===== src/rtl/dds_pkg.sv =====
// Shared types, word-format constants and register map for the DDS word sequencer.
package dds_pkg;

  typedef enum logic [3:0] {
    S_IDLE,
    S_CRST,
    S_FLSB,
    S_FMSB,
    S_PH,
    S_CRUN,
    S_DWELL,
    S_SW_LSB,
    S_SW_MSB
  } state_t;

  localparam logic [15:0] CTRL_B28   = 16'h2000;
  localparam logic [15:0] CTRL_RESET = 16'h0100;
  localparam logic [1:0]  FREQ0_SEL  = 2'b01;
  localparam logic [1:0]  FREQ1_SEL  = 2'b10;
  localparam logic [1:0]  PHASE_HDR  = 2'b11;

  localparam logic [3:0] OFF_FREQ0  = 4'd0;
  localparam logic [3:0] OFF_FREQ1  = 4'd1;
  localparam logic [3:0] OFF_FREQ2  = 4'd2;
  localparam logic [3:0] OFF_FREQ3  = 4'd3;
  localparam logic [3:0] OFF_PHASE0 = 4'd4;
  localparam logic [3:0] OFF_PHASE1 = 4'd5;
  localparam logic [3:0] OFF_CTRL   = 4'd6;
  localparam logic [3:0] OFF_STEP0  = 4'd7;
  localparam logic [3:0] OFF_STEP1  = 4'd8;
  localparam logic [3:0] OFF_DWELL0 = 4'd9;
  localparam logic [3:0] OFF_DWELL1 = 4'd10;
  localparam logic [3:0] OFF_CMD    = 4'd11;
  localparam logic [7:0] NUM_REGS   = 8'd12;

  typedef struct packed {
    logic [27:0] freq;
    logic [11:0] phase;
    logic        sweep_en;
    logic        div2;
    logic        opbiten;
    logic        mode;
    logic        fsel;
    logic [15:0] step;
    logic [15:0] dwell;
  } dds_cfg_t;

  function automatic logic is_word(input state_t st);
    return !(st inside {S_IDLE, S_DWELL});
  endfunction

  // AD9833 word for a given state; freq is passed separately because sweeps advance it.
  function automatic logic [15:0] word_of(input state_t st, input dds_cfg_t cfg,
                                          input logic [27:0] freq);
    logic [1:0]  sel;
    logic [15:0] fsel_bits;
    sel       = cfg.fsel ? FREQ1_SEL : FREQ0_SEL;
    fsel_bits = {4'b0, cfg.fsel, cfg.fsel, 10'b0};
    case (st)
      S_CRST:             word_of = CTRL_B28 | CTRL_RESET | fsel_bits;
      S_CRUN:             word_of = CTRL_B28 | fsel_bits |
                                    {10'b0, cfg.opbiten, 1'b0, cfg.div2, 1'b0, cfg.mode, 1'b0};
      S_FLSB, S_SW_LSB:   word_of = {sel, freq[13:0]};
      S_FMSB, S_SW_MSB:   word_of = {sel, freq[27:14]};
      S_PH:               word_of = {PHASE_HDR, cfg.fsel, 1'b0, cfg.phase};
      default:            word_of = 16'h0000;
    endcase
  endfunction

endpackage


===== src/rtl/dds_regfile.sv =====
// PicoBlaze port decode, shadow and active configuration registers, commit-pending flag.
module dds_regfile
  import dds_pkg::*;
#(
  parameter int BASE = 0
) (
  input  logic       clk,
  input  logic       rst_n,
  input  logic [7:0] port_id,
  input  logic [7:0] out_port,
  input  logic       write_strobe,
  input  logic       clr_pend,
  output dds_cfg_t   cfg,
  output logic       commit_pend
);

  dds_cfg_t   shadow_q;
  dds_cfg_t   active_q;
  logic [7:0] off;
  logic       hit;
  logic       commit;

  assign off    = port_id - 8'(BASE);
  assign hit    = write_strobe && (off < NUM_REGS);
  assign commit = hit && (off[3:0] == OFF_CMD);
  assign cfg    = active_q;

  // NOTE: a handful of flops, not a RAM, so every register gets the async reset.
  always_ff @(posedge clk or negedge rst_n) begin
    if (!rst_n) begin
      shadow_q <= '0;
    end else if (hit) begin
      case (off[3:0])
        OFF_FREQ0:  shadow_q.freq[7:0]   <= out_port;
        OFF_FREQ1:  shadow_q.freq[15:8]  <= out_port;
        OFF_FREQ2:  shadow_q.freq[23:16] <= out_port;
        OFF_FREQ3:  shadow_q.freq[27:24] <= out_port[3:0];
        OFF_PHASE0: shadow_q.phase[7:0]  <= out_port;
        OFF_PHASE1: shadow_q.phase[11:8] <= out_port[3:0];
        OFF_CTRL:   {shadow_q.sweep_en, shadow_q.div2, shadow_q.opbiten,
                     shadow_q.mode, shadow_q.fsel} <= out_port[4:0];
        OFF_STEP0:  shadow_q.step[7:0]   <= out_port;
        OFF_STEP1:  shadow_q.step[15:8]  <= out_port;
        OFF_DWELL0: shadow_q.dwell[7:0]  <= out_port;
        OFF_DWELL1: shadow_q.dwell[15:8] <= out_port;
        default:    ;
      endcase
    end
  end

  // NOTE: non-blocking assignment makes a same-cycle commit copy the pre-write shadow value.
  always_ff @(posedge clk or negedge rst_n) begin
    if (!rst_n) begin
      active_q    <= '0;
      commit_pend <= 1'b0;
    end else begin
      if (commit) active_q <= shadow_q;
      if (commit)        commit_pend <= 1'b1;
      else if (clr_pend) commit_pend <= 1'b0;
    end
  end

endmodule


===== src/rtl/dds_word_seq.sv =====
// Emits the AD9833 16-bit word sequence after each commit, with optional linear frequency sweep.
module dds_word_seq
  import dds_pkg::*;
#(
  parameter int BASE = 0
) (
  input  logic        clk,
  input  logic        rst_n,
  input  logic [7:0]  port_id,
  input  logic [7:0]  out_port,
  input  logic        write_strobe,
  output logic [15:0] word_data,
  output logic        word_valid,
  input  logic        word_ready,
  output logic        busy
);

  dds_cfg_t    cfg;
  logic        commit_pend;
  logic        clr_pend;
  state_t      state_q, state_d;
  logic [27:0] freq_q, freq_d;
  logic [15:0] dwell_cnt_q;
  logic [15:0] dwell_last;
  logic [15:0] word_q;
  logic        valid_q;
  logic        xfer;

  dds_regfile #(.BASE(BASE)) u_regfile (
    .clk          (clk),
    .rst_n        (rst_n),
    .port_id      (port_id),
    .out_port     (out_port),
    .write_strobe (write_strobe),
    .clr_pend     (clr_pend),
    .cfg          (cfg),
    .commit_pend  (commit_pend)
  );

  assign xfer       = valid_q && word_ready;
  assign dwell_last = (cfg.dwell == 16'd0) ? 16'd0 : cfg.dwell - 16'd1;
  assign word_data  = word_q;
  assign word_valid = valid_q;
  assign busy       = (state_q != S_IDLE);

  // NOTE: defaults first so no path through the case leaves a variable unassigned (no latches).
  always_comb begin
    state_d  = state_q;
    freq_d   = freq_q;
    clr_pend = 1'b0;
    case (state_q)
      S_IDLE: if (commit_pend) state_d = S_CRST;
      S_DWELL: begin
        if (commit_pend) begin
          state_d = S_CRST;
        end else if (dwell_cnt_q == dwell_last) begin
          state_d = S_SW_LSB;
          freq_d  = freq_q + {12'd0, cfg.step};
        end
      end
      default: begin
        if (xfer) begin
          if (commit_pend) begin
            state_d = S_CRST;
          end else begin
            case (state_q)
              S_CRST:   state_d = S_FLSB;
              S_FLSB:   state_d = S_FMSB;
              S_FMSB:   state_d = S_PH;
              S_PH:     state_d = S_CRUN;
              S_CRUN:   state_d = cfg.sweep_en ? S_DWELL : S_IDLE;
              S_SW_LSB: state_d = S_SW_MSB;
              S_SW_MSB: state_d = S_DWELL;
              default:  state_d = S_IDLE;
            endcase
          end
        end
      end
    endcase
    // Each (re)entry into CRST starts a fresh sequence from the active frequency.
    if (state_d == S_CRST && (state_q != S_CRST || xfer)) begin
      clr_pend = 1'b1;
      freq_d   = cfg.freq;
    end
  end

  // The output word is registered so a commit during a stall cannot alter the word on the wire.
  always_ff @(posedge clk or negedge rst_n) begin
    if (!rst_n) begin
      state_q     <= S_IDLE;
      freq_q      <= '0;
      dwell_cnt_q <= '0;
      word_q      <= '0;
      valid_q     <= 1'b0;
    end else begin
      state_q     <= state_d;
      freq_q      <= freq_d;
      dwell_cnt_q <= (state_q == S_DWELL) ? dwell_cnt_q + 16'd1 : 16'd0;
      if (!valid_q || word_ready) begin
        word_q  <= word_of(state_d, cfg, freq_d);
        valid_q <= is_word(state_d);
      end
    end
  end

endmodule


===== config.mk =====
export PLATFORM = sky130hd
export DESIGN_NAME = dds_word_seq
export DESIGN_NICKNAME = d
export VERILOG_FILES = /design/src/rtl/dds_pkg.sv /design/src/rtl/dds_regfile.sv /design/src/rtl/dds_word_seq.sv
export SDC_FILE = /design/constraint.sdc
export NUM_CORES = 1
export LEC_CHECK = 0
export BUFFER_PORTS_ARGS = -buffer_cell sky130_fd_sc_hd__buf_2
export CORE_ASPECT_RATIO = 0.5
export CORE_MARGIN = 2
export CORE_UTILIZATION = 62
export DETAILED_ROUTE_END_ITERATION = 10
export HOLD_SLACK_MARGIN = 0.08
export PLACE_DENSITY_LB_ADDON = 0.1
export SYNTH_ARGS = -nofsm -noshare
export SYNTH_HDL_FRONTEND = slang
export SYNTH_SLANG_ARGS = --single-unit
export TNS_END_PERCENT = 30

===== constraint.sdc =====
create_clock -name clk -period 5.1 [get_ports clk]
set_input_delay 1.53 -clock clk [delete_from_list [all_inputs] [get_ports clk]]
set_output_delay 1.53 -clock clk [all_outputs]
set_load 0.02 [all_outputs]

==> impl_metrics.tcl <==
set metrics [dict create \
    cts_hold_buffers 0 \
    clockBufferDepth 3 \
    cts_setup_buffers 0 \
    synth_most_common_cell "dfrtp_1" \
    slew_headroom 0.3125 \
    routed_wirelength_mm 26.60 \
    drt-wirelength-per-cell_um 21.91 \
    grt_max_degree 130 \
    grt_pass1_vias 7563 \
    ctsResizeCount 0 \
    grt_setup_unrepaired "no" \
    cts_buffers 20 \
    num_rows 34 \
    synth_commonest_cells "dfrtp_1 (220), mux2_2 (155), nor2_1 (73)" \
    yosysUniqueCellTypes 69 \
    crit_fanout 19 \
    synth-warning-count 0 \
    place.gp.congestion 0.9275 \
    fillers 1272 \
    coreArea_sq_um 17230 \
    h-tree-depth 1 \
    cp-endpoint "word_data[1]" \
    die_w_um 190.9 \
    first_pass_iters 5 \
    finalSetupViolations 0 \
    ant_nets 0 \
    syn-cell-area_sq_um 10830 \
    hold_violations 0 \
    status "finished, final reports clean" \
    postSynthAreaPerCell_sq_um 11.47 \
    power.leakage_nw 5.532 \
    slowest_delay_ns 0.56 \
    numPortBuffers 37 \
    finalCritPeriodShare 0.8505 \
    fmax_ghz 0.2305 \
    setup.worst_path.end_class "flop" \
    drv_cap 0 \
    crit_chain "inv_1 -> ha_1 -> nor2b_1 -> nand3_1 -> nor2_1 -> or4_1 -> a211oi_2 -> nand2_1 -> o21a_1 -> inv_2 -> nand3_2 -> mux2_2 -> a211o_1" \
    synth_edf_count 0 \
    grt_antenna_before_repair 0 \
    cp_slowest_cell "or4_1" \
    synth_area_leaders "dfrtp_1 (51%), mux2_2 (16%), xnor2_1 (2.6%)" \
    r2r_start "u_regfile.cfg[0]" \
    seq_area_frac_synth 0.5083 \
    fin_util 0.6893 \
    critPathKind "reg2reg" \
    min_path_type "reg2reg" \
    synth_top_area_frac 0.5083 \
    cp-startpoint "u_regfile.cfg[0]" \
    syn_to_final_growth_pct 9.646 \
    tritoncts "built" \
    syn_inst 944 \
    r2r_slack_ns 0.76 \
    finalMaxSlewViolations 0 \
    track_usage 0.3033 \
    async_flop_share 1.000 \
    root_buffer "clkbuf_16" \
    dp_hpwl_mm 18.69 \
    fin_setup_tns_ns 0 \
    ir_drop_v 0.0002527 \
    arrival_ns 4.73 \
    die-area_sq_um 18610 \
    die_h_um 97.46 \
    crit_required_ns 5.49 \
    fin_crit_ns 4.338 \
    ys_seq_elements 220 \
    vias 7537 \
    clkSinkCount 220 \
    drc_errors 0 \
    drive_above_1_share 0.2533 \
    powerDensity_nw_per_um2 430.1 \
    clk_latency_ns 0.50 \
    pin_count 38 \
    crit-reg2reg-capture "word_data[1]" \
    start_kind "flop" \
    synth_fp_nets 983 \
    fin_skew_ns 0.01702 \
    clk_pin_slew_worst_paths_ns 0.07 \
    final_nets 1009 \
    grt_pass1_wl_mm 43.25 \
    synth_top_area_cell "dfrtp_1" \
    viasPerCell 6.208 \
    worst_pin_slew_ns 1.027 \
    grt_overflow 0 \
    start_util 0.6286 \
    ys.flop_type "dfrtp_1" \
    reg2regPathDepth 13 \
    drt_iter0_markers 619 \
]
-- layout make-up --
type                            instances  area (sq um)  area share
Inverter                               17         63.81    0.005374
Multi-Input combinational cell        662          5081      0.4279
Clock buffer                           30         599.3     0.05047
Clock inverter                          1         7.507   0.0006322
Timing Repair Buffer                   49         322.8     0.02718
Antenna cell                            1         2.502   0.0002107
Tap cell                              234         292.8     0.02466
Sequential cell                       220          5505      0.4636
-- cell usage in the layout (no fill, tap or decap), types with 5 or more instances in the layout --
master / netlist / final
a21o_1: 5 / 5
a21oi_1: 29 / 29
a221o_1: 11 / 11
a22o_1: 7 / 7
a31oi_1: 5 / 5
and3_1: 6 / 6
buf_2: 11 / 36
buf_4: 1 / 9
clkbuf_1: 29 / 5
clkbuf_16: 0 / 21
dfrtp_1: 220 / 220
ha_1: 18 / 18
inv_1: 16 / 16
mux2_2: 155 / 155
mux2i_1: 21 / 21
nand2_1: 68 / 68
nand2b_1: 9 / 9
nand3_1: 23 / 23
nand4_1: 5 / 5
nor2_1: 73 / 72
nor2b_1: 6 / 6
nor3_1: 26 / 26
nor4_1: 12 / 12
o211ai_1: 6 / 6
o21a_1: 22 / 22
o21ai_0: 24 / 24
o31a_1: 7 / 7
or3_1: 9 / 9
or4_1: 7 / 7
xnor2_1: 32 / 32
xor2_1: 13 / 13
-- per-stage QoR --
stage	setup slack (ns)	cells	total power, mW	cell area (sq um)	hold slack [ns]
6_report	0.7622	1214	5.107	11880	0.4801
5_1_grt	0.4856	1213	5.369	11870	0.5153
4_1_cts	0.8266	1213	5.106	11870	0.4843
3_5_place_dp	0.7678	1182	3.671	11270	0.4702
3_3_place_gp	0.8705	1182	3.631	11270	0.4651
2_1_floorplan	1.447	944	3.223	10830	0.4460
-- cell families after synthesis --
group                    synth area share
AO/OA/AOI/OAI                      0.1034
XOR/XNOR                          0.03639
adder cells (fa/ha/maj)           0.02264
buffers and inverters             0.02322
flip-flops                         0.5083
multiplexers                       0.1806
AND/OR/NAND/NOR                    0.1255
-- worst max-delay path: cells and delay by family, from the launching register on --
family / cells / cell delay, ns
flip-flops: 1 / 0.46
AO/OA/AOI/OAI: 3 / 0.96
AND/OR/NAND/NOR: 6 / 1.76
adder cells (fa/ha/maj): 1 / 0.28
multiplexers: 1 / 0.43
buffers and inverters: 2 / 0.35
-- state kept, by name (all words and copies together) (netlist names) --
signal                 cells
word_data                 16
u_regfile.cfg             77
dwell_cnt_q               16
state_q                    4
freq_q                    28
word_valid                 1
u_regfile.commit_pend      1
u_regfile.shadow_q        77
-- how the worst min path moves through the flow --
stage	from	to	cells after the start
floorplan	u_regfile.shadow_q[0]	u_regfile.cfg[0]	2
CTS	word_data[15]	word_data[15]	2
finish	word_data[15]	word_data[15]	2
global route	u_regfile.shadow_q[21]	u_regfile.shadow_q[21]	1
detailed placement	word_data[15]	word_data[15]	2
global placement	word_data[15]	word_data[15]	2
-- routing by layer --
layer | wire, um | share of wire | up-vias | global-route usage
met3 | 1174 | 0.044 | 32 | 0.04081
met1 | 12800 | 0.48 | 3840 | 0.4541
li1 | - | - | 3473 | -
met5 | 0 | 0 | - | 0
met4 | 386 | 0.015 | 0 | 0.05546
met2 | 12230 | 0.46 | 192 | 0.4802
-- power by group --
part / internal (mW) / switching [mW]
logic: 0.597 / 0.915
clock network: 0.806 / 0.631
registers: 1.96 / 0.199
total: 3.36 / 1.74
(Power assumes the default switching activity.)
